==> src/rtl/hc595_display_rx_if.sv <==
`default_nettype none
// ============================================================================
//  Module      : hc595_display_rx_if
//  Description : 74HC595 display link wires plus decoded receive-side results
//  Revision    : 1.0  initial release
// ============================================================================
interface hc595_display_rx_if #(
    parameter int NUM_DIGITS = 4
);
    logic                    sclk;
    logic                    rclk;
    logic                    dio;
    logic [7:0]              seg_byte;
    logic [7:0]              dig_byte;
    logic                    frame_valid;
    logic                    frame_err;
    logic [4*NUM_DIGITS-1:0] number;
    logic                    number_valid;

    // Master drives the link (display driver or bench); slave is the receiver.
    modport master (
        output sclk, rclk, dio,
        input  seg_byte, dig_byte, frame_valid, frame_err, number, number_valid
    );

    modport slave (
        input  sclk, rclk, dio,
        output seg_byte, dig_byte, frame_valid, frame_err, number, number_valid
    );
endinterface
`default_nettype wire

==> src/rtl/hc595_display_rx.sv <==
`default_nettype none
// ============================================================================
//  Module      : hc595_display_rx
//  Description : Oversampling receiver for the 74HC595 7-segment display link;
//                decodes each latched frame and publishes the shown number.
//  Revision    : 1.0  initial release
// ============================================================================
module hc595_display_rx #(
    parameter int FRAME_BITS  = 16,
    parameter int NUM_DIGITS  = 4,
    parameter int SYNC_STAGES = 2
) (
    input  logic                clk,
    input  logic                rst,
    hc595_display_rx_if.slave   link
);

    logic [SYNC_STAGES-1:0]  r_sclk_sync;
    logic [SYNC_STAGES-1:0]  r_rclk_sync;
    logic [SYNC_STAGES-1:0]  r_dio_sync;
    logic                    r_sclk_prev;
    logic                    r_rclk_prev;
    logic                    r_sclk_rise;
    logic                    r_rclk_rise;
    logic                    r_dio_bit;

    logic [15:0]             r_sr;
    logic [4:0]              r_bit_cnt;
    logic [4*NUM_DIGITS-1:0] r_digits;
    logic [4*NUM_DIGITS-1:0] r_number;
    logic [NUM_DIGITS-1:0]   r_seen;
    logic [7:0]              r_seg_byte;
    logic [7:0]              r_dig_byte;
    logic                    r_frame_valid;
    logic                    r_frame_err;
    logic                    r_number_valid;

    logic [4:0]              w_dec;
    logic [7:0]              w_dig;
    logic [2:0]              w_sel_idx;
    logic                    w_sel_ok;
    logic                    w_count_ok;
    logic                    w_accept;
    logic [NUM_DIGITS-1:0]   w_accept_mask;
    logic                    w_seen_full;

    // Returns {known, nibble} for an active-high gfedcba pattern.
    function automatic logic [4:0] decode_seg(input logic [6:0] pat);
        logic [4:0] res;
        case (pat)
            7'h3F:   res = 5'h10;
            7'h06:   res = 5'h11;
            7'h5B:   res = 5'h12;
            7'h4F:   res = 5'h13;
            7'h66:   res = 5'h14;
            7'h6D:   res = 5'h15;
            7'h7D:   res = 5'h16;
            7'h07:   res = 5'h17;
            7'h7F:   res = 5'h18;
            7'h6F:   res = 5'h19;
            7'h77:   res = 5'h1A;
            7'h7C:   res = 5'h1B;
            7'h39:   res = 5'h1C;
            7'h5E:   res = 5'h1D;
            7'h79:   res = 5'h1E;
            7'h71:   res = 5'h1F;
            default: res = 5'h00;
        endcase
        return res;
    endfunction

    // The extra rise/data register stage makes the frame decision land
    // SYNC_STAGES+1 cycles after rclk is first sampled.
    always_ff @(posedge clk) begin
        if (rst) begin
            r_sclk_sync <= '0;
            r_rclk_sync <= '0;
            r_dio_sync  <= '0;
            r_sclk_prev <= 1'b0;
            r_rclk_prev <= 1'b0;
            r_sclk_rise <= 1'b0;
            r_rclk_rise <= 1'b0;
            r_dio_bit   <= 1'b0;
        end else begin
            r_sclk_sync <= {r_sclk_sync[SYNC_STAGES-2:0], link.sclk};
            r_rclk_sync <= {r_rclk_sync[SYNC_STAGES-2:0], link.rclk};
            r_dio_sync  <= {r_dio_sync[SYNC_STAGES-2:0],  link.dio};
            r_sclk_prev <= r_sclk_sync[SYNC_STAGES-1];
            r_rclk_prev <= r_rclk_sync[SYNC_STAGES-1];
            r_sclk_rise <= r_sclk_sync[SYNC_STAGES-1] & ~r_sclk_prev;
            r_rclk_rise <= r_rclk_sync[SYNC_STAGES-1] & ~r_rclk_prev;
            r_dio_bit   <= r_dio_sync[SYNC_STAGES-1];
        end
    end

    assign w_dec      = decode_seg(~r_sr[14:8]);
    assign w_dig      = r_sr[7:0];
    assign w_count_ok = (r_bit_cnt == 5'(FRAME_BITS));

    always_comb begin
        w_sel_idx = 3'd0;
        for (int i = 0; i < 8; i++) begin
            if (w_dig[i]) w_sel_idx = 3'(i);
        end
    end

    assign w_sel_ok = (w_dig != 8'd0) && ((w_dig & (w_dig - 8'd1)) == 8'd0)
                      && (int'(w_sel_idx) < NUM_DIGITS);
    assign w_accept = r_rclk_rise & w_count_ok & w_sel_ok & w_dec[4];

    always_comb begin
        w_accept_mask = '0;
        for (int i = 0; i < NUM_DIGITS; i++) begin
            if (w_accept && (int'(w_sel_idx) == i)) w_accept_mask[i] = 1'b1;
        end
    end

    assign w_seen_full = &r_seen;

    // Frame evaluation uses r_sr/r_bit_cnt before any coincident shift.
    always_ff @(posedge clk) begin
        if (rst) begin
            r_sr           <= '0;
            r_bit_cnt      <= '0;
            r_digits       <= '0;
            r_number       <= '0;
            r_seen         <= '0;
            r_seg_byte     <= '0;
            r_dig_byte     <= '0;
            r_frame_valid  <= 1'b0;
            r_frame_err    <= 1'b0;
            r_number_valid <= 1'b0;
        end else begin
            r_frame_valid <= w_accept;
            r_frame_err   <= r_rclk_rise & ~w_accept;

            if (r_sclk_rise) r_sr <= {r_sr[14:0], r_dio_bit};

            if (r_rclk_rise)
                r_bit_cnt <= r_sclk_rise ? 5'd1 : 5'd0;
            else if (r_sclk_rise && (r_bit_cnt != 5'd31))
                r_bit_cnt <= r_bit_cnt + 5'd1;

            if (w_accept) begin
                r_seg_byte <= r_sr[15:8];
                r_dig_byte <= r_sr[7:0];
            end

            for (int i = 0; i < NUM_DIGITS; i++) begin
                if (w_accept_mask[i]) r_digits[4*i +: 4] <= w_dec[3:0];
            end

            r_seen         <= (w_seen_full ? '0 : r_seen) | w_accept_mask;
            r_number_valid <= w_seen_full;
            if (w_seen_full) r_number <= r_digits;
        end
    end

    assign link.seg_byte     = r_seg_byte;
    assign link.dig_byte     = r_dig_byte;
    assign link.frame_valid  = r_frame_valid;
    assign link.frame_err    = r_frame_err;
    assign link.number       = r_number;
    assign link.number_valid = r_number_valid;

endmodule
`default_nettype wire

==> src/flat_wrapper.sv <==
// flat-port wrapper written by rule: the top's interface ports become plain ports
module hc595_display_rx_flat 
#(
    parameter int FRAME_BITS  = 16,
    parameter int NUM_DIGITS  = 4,
    parameter int SYNC_STAGES = 2
)
  (clk, rst, link_sclk, link_rclk, link_dio, link_seg_byte, link_dig_byte, link_frame_valid, link_frame_err, link_number, link_number_valid);
  hc595_display_rx_if #(.NUM_DIGITS(NUM_DIGITS)) link_i ();
  input  logic clk;
  input  logic rst;
  input wire logic [$bits(link_i.sclk)-1:0] link_sclk;
  input wire logic [$bits(link_i.rclk)-1:0] link_rclk;
  input wire logic [$bits(link_i.dio)-1:0] link_dio;
  output wire logic [$bits(link_i.seg_byte)-1:0] link_seg_byte;
  output wire logic [$bits(link_i.dig_byte)-1:0] link_dig_byte;
  output wire logic [$bits(link_i.frame_valid)-1:0] link_frame_valid;
  output wire logic [$bits(link_i.frame_err)-1:0] link_frame_err;
  output wire logic [$bits(link_i.number)-1:0] link_number;
  output wire logic [$bits(link_i.number_valid)-1:0] link_number_valid;
  assign link_i.sclk = link_sclk;
  assign link_i.rclk = link_rclk;
  assign link_i.dio = link_dio;
  assign link_seg_byte = link_i.seg_byte;
  assign link_dig_byte = link_i.dig_byte;
  assign link_frame_valid = link_i.frame_valid;
  assign link_frame_err = link_i.frame_err;
  assign link_number = link_i.number;
  assign link_number_valid = link_i.number_valid;
  hc595_display_rx #(.FRAME_BITS(FRAME_BITS), .NUM_DIGITS(NUM_DIGITS), .SYNC_STAGES(SYNC_STAGES)) u_core (.clk(clk), .rst(rst), .link(link_i));
endmodule
==> config.mk <==
export PLATFORM = sky130hd
export DESIGN_NAME = hc595_display_rx_flat
export DESIGN_NICKNAME = d
export VERILOG_FILES = /design/src/rtl/hc595_display_rx_if.sv /design/src/rtl/hc595_display_rx.sv /design/src/flat_wrapper.sv
export SDC_FILE = /design/constraint.sdc
export NUM_CORES = 1
export LEC_CHECK = 0
export CAP_MARGIN = 20
export CORE_ASPECT_RATIO = 0.75
export CORE_UTILIZATION = 62
export CTS_BUF_LIST = sky130_fd_sc_hd__clkbuf_8
export CTS_CLUSTER_SIZE = 12
export DETAILED_ROUTE_END_ITERATION = 6
export PLACE_DENSITY = 0.84
export SYNTH_ARGS = -nofsm -noshare
export SYNTH_HDL_FRONTEND = slang
export SYNTH_SLANG_ARGS = --single-unit
==> constraint.sdc <==
create_clock -name clk -period 5.8 [get_ports clk]
set_clock_uncertainty 0.05 [all_clocks]
set_input_delay 1.16 -clock clk [delete_from_list [all_inputs] [get_ports clk]]
set_output_delay 1.16 -clock clk [all_outputs]
set_load 0.01 [all_outputs]
==> metrics.csv <==
stage;metric;value;unit
synthesis;synthCells;384;
routing;wl;6511;µm
synthesis;syn_area;3642;µm²
sta;worstMarginPinSlew;0.9905;ns
setup_path;slowest_stage;o31a_1;
clock_network;cts.clk_slew.worst_paths;0.09;ns
sta;hold_violations;0;
clock_network;cts_resized;0;
synthesis;synthArstFlopShare;0;%
grt;antenna_found_initial;0;
layout;drive_gt1_share;6.068;%
floorplan;die_h;68.38;µm
synthesis;ys_ff_latch;87;
sta;rsz0062_at_grt;no;
grt;first_global_vias;2306;
layout;nNetsFinal;415;
setup_path;cp_top_family;compound AO/OA/AOI/OAI gates;
clock_network;clk_latency;0.35;ns
synthesis;ys_warn_count;0;
grt;grt_max_degree;58;
layout;antenna_cells;0;
synthesis;ys_types;51;
synthesis;seq_area_frac_synth;47.82;%
grt;overflow;0;
setup_path;critPathCaptureType;flip-flop;
routing;drc;0;
routing;met2_length;2998;µm
power_and_ir_drop;powerDensity;250.1;nW/µm²
floorplan;ioPinCount;40;
placed_design;dp_hpwl;4372;µm
setup_path;path_cells;or3b_1 > or4_1 > o21ai_2 > o31a_1 > mux2i_1;
sta;max_freq;0.3460;GHz
grt;grt_pass1_wl;10700;µm
setup_path;cp_num_buf_inv;0;
synthesis;synth_ff_type;dfxtp_1;
setup_path;criticalPathCategory;reg2reg;
routing;first_pass_iters;4;
floorplan;die_x;90.51;µm
power_and_ir_drop;finalPower;0.001048;W
power_and_ir_drop;p_leak;1.467;nW
routing;dr_total_vias;2669;
placed_design;port_buffers;39;
clock_network;cts.path.max_buffers;2;
synthesis;synth_largest_area_cell;dfxtp_1;
sta;finalWorstSetupSlack;2.910;ns
clock_network;cts_max_level;3;
sta;slew_headroom;33.88;%
setup_path;startpoint_type;flip-flop;
floorplan;placementRows;23;
routing;wl_met3;276;µm
layout;seq_area;1742;µm²
sta;fin_tns_setup;0;ns
routing;viasPerCell;5.480;
placed_design;place_congestion;0.8404;
sta;fin_crit;2.890;ns
synthesis;yosysTopAreaCellShare;47.82;%
layout;syn2layout_area_growth;15.01;%
power_and_ir_drop;peakVddDrop;0.1864;mV
clock_network;numCtsBuffers;9;
layout;post-route-util;76.21;%
synthesis;synth_area_per_cell;9.485;µm²
clock_network;cts_tree;done;
setup_path;crit_arrival;3.12;ns
routing;postRouteAntennaNets;0;
placed_design;dp_slack;2.809;ns
floorplan;fp.dieArea;6188;µm²
routing;wl_per_cell;13.37;µm
sta;fin_hold_ws;0.3376;ns
sta;maxSlewViolCount;0;
clock_network;cts_root_buf;clkbuf_8;
synthesis;yosysMostFrequentCell;dfxtp_1;
synthesis;synth.area.top_cells;dfxtp_1 (48%), mux2i_1 (12%), nand2b_1 (6.7%);
layout;nFillCells;395;
sta;setup_viol;0;
sta;period_share;49.83;%
outcome;status;finished clean;
run;drv_cap;0;
setup_path;slowest_delay;0.83;ns
floorplan;core;5497;µm²
floorplan;initial_core_util;66.26;%
synthesis;synth_edf_count;0;
clock_network;postCtsHoldBufs;0;
routing;wl_met1;3190;µm
synthesis;synth_common_cells;dfxtp_1 (87), mux2i_1 (45), nand2_1 (42);
synthesis;syn_nets;392;
setup_path;path_max_fanout;18;
clock_network;postCtsSetupBuffers;0;
routing;top_layer;met4;
setup_path;required;6.03;ns
layout;multiInputGateArea;1735;µm²
clock_network;cts.sinks;87;
routing;drt_iter0_drc;150;
min_path;worstHoldPathType;reg2reg;
grt;grt_usage;22.13;%
-- sequential cells by signal, indices dropped and copies added, names as in the netlist, 2 cells and up --
register and count:
u_core.r_rclk_sync 2, u_core.r_bit_cnt 5, u_core.link.dig_byte 8, u_core.r_dio_sync 2, u_core.r_sclk_sync 2, u_core.r_seen 4
u_core.link.seg_byte 8, u_core.link.number 16, u_core.r_digits 16, u_core.r_sr 16
-- path summary, 6_finish.rpt --
check,from,slack (ns),cells after the start,endpoint
setup / recovery,u_core.r_sr[13],2.91,5,u_core.link.dig_byte[1]
hold / removal,u_core.r_sclk_prev,0.34,1,u_core.r_sclk_rise
hold reg to reg,u_core.r_sclk_prev,0.34,1,u_core.r_sclk_rise
setup reg to reg,u_core.r_sr[13],2.91,5,u_core.link.dig_byte[1]
-- layout make-up --
type	instances	share of cell area, %
Timing Repair Buffer	40	9.379
Clock buffer	9	2.957
Tap cell	75	2.240
Sequential cell	87	41.58
Multi-Input combinational cell	263	41.43
Clock inverter	7	1.882
Inverter	6	0.5376
-- per-layer routing --
metal	global-route usage (%)	vias to the layer above
li1	-	1354
met1	28.40	1255
met2	36.46	55
met3	7.444	5
met4	5.242	0
met5	0	-
-- cell families (layout without fill, tap and decap cells) --
family / after synthesis / after routing / share of synthesized area (%)
DFF: 87 / 87 / 47.82
and+or+nand+nor: 155 / 155 / 22.43
AOI/OAI and AO/OA: 54 / 54 / 10.34
buffers and inverters: 34 / 62 / 4.534
adders and majority gates: 4 / 4 / 1.306
xor gates and xnor gates: 5 / 5 / 1.203
muxes: 45 / 45 / 12.37
-- power by group --
group           total, W  internal [W]  switching, W
Sequential      0.000603      0.000600    0.00000280
Clock           0.000423      0.000204      0.000219
Combinational  0.0000217     0.0000102     0.0000115
-- layout by cell type (no fill, tap or decap), types with 2 or more instances in the layout --
master / synthesis / final
a21oi_1: 28 / 28
a2bb2oi_1: 2 / 2
clkbuf_8: 0 / 9
clkdlybuf4s50_1: 0 / 38
clkinvlp_4: 0 / 2
dfxtp_1: 87 / 87
ha_1: 3 / 3
inv_1: 6 / 6
inv_6: 0 / 2
mux2i_1: 45 / 45
nand2_1: 42 / 42
nand2b_1: 39 / 39
nand3_1: 3 / 3
nand4_1: 3 / 3
nor2_1: 26 / 26
nor2b_1: 13 / 13
nor3_1: 11 / 11
nor3b_1: 5 / 5
o21ai_0: 3 / 3
o21bai_1: 2 / 2
o22ai_1: 2 / 2
o311ai_2: 3 / 3
o31a_1: 2 / 2
or4_1: 2 / 2
xnor2_1: 2 / 2
xor2_1: 3 / 3
-- stage by stage --
step | std cells | cell area (µm²)
after global placement | 471 | 3986
after global routing | 487 | 4189
final | 487 | 4189
after detailed placement | 471 | 3986
after floorplan | 384 | 3642
after CTS | 487 | 4189
No activity file was read; power rests on OpenSTA's default activity.
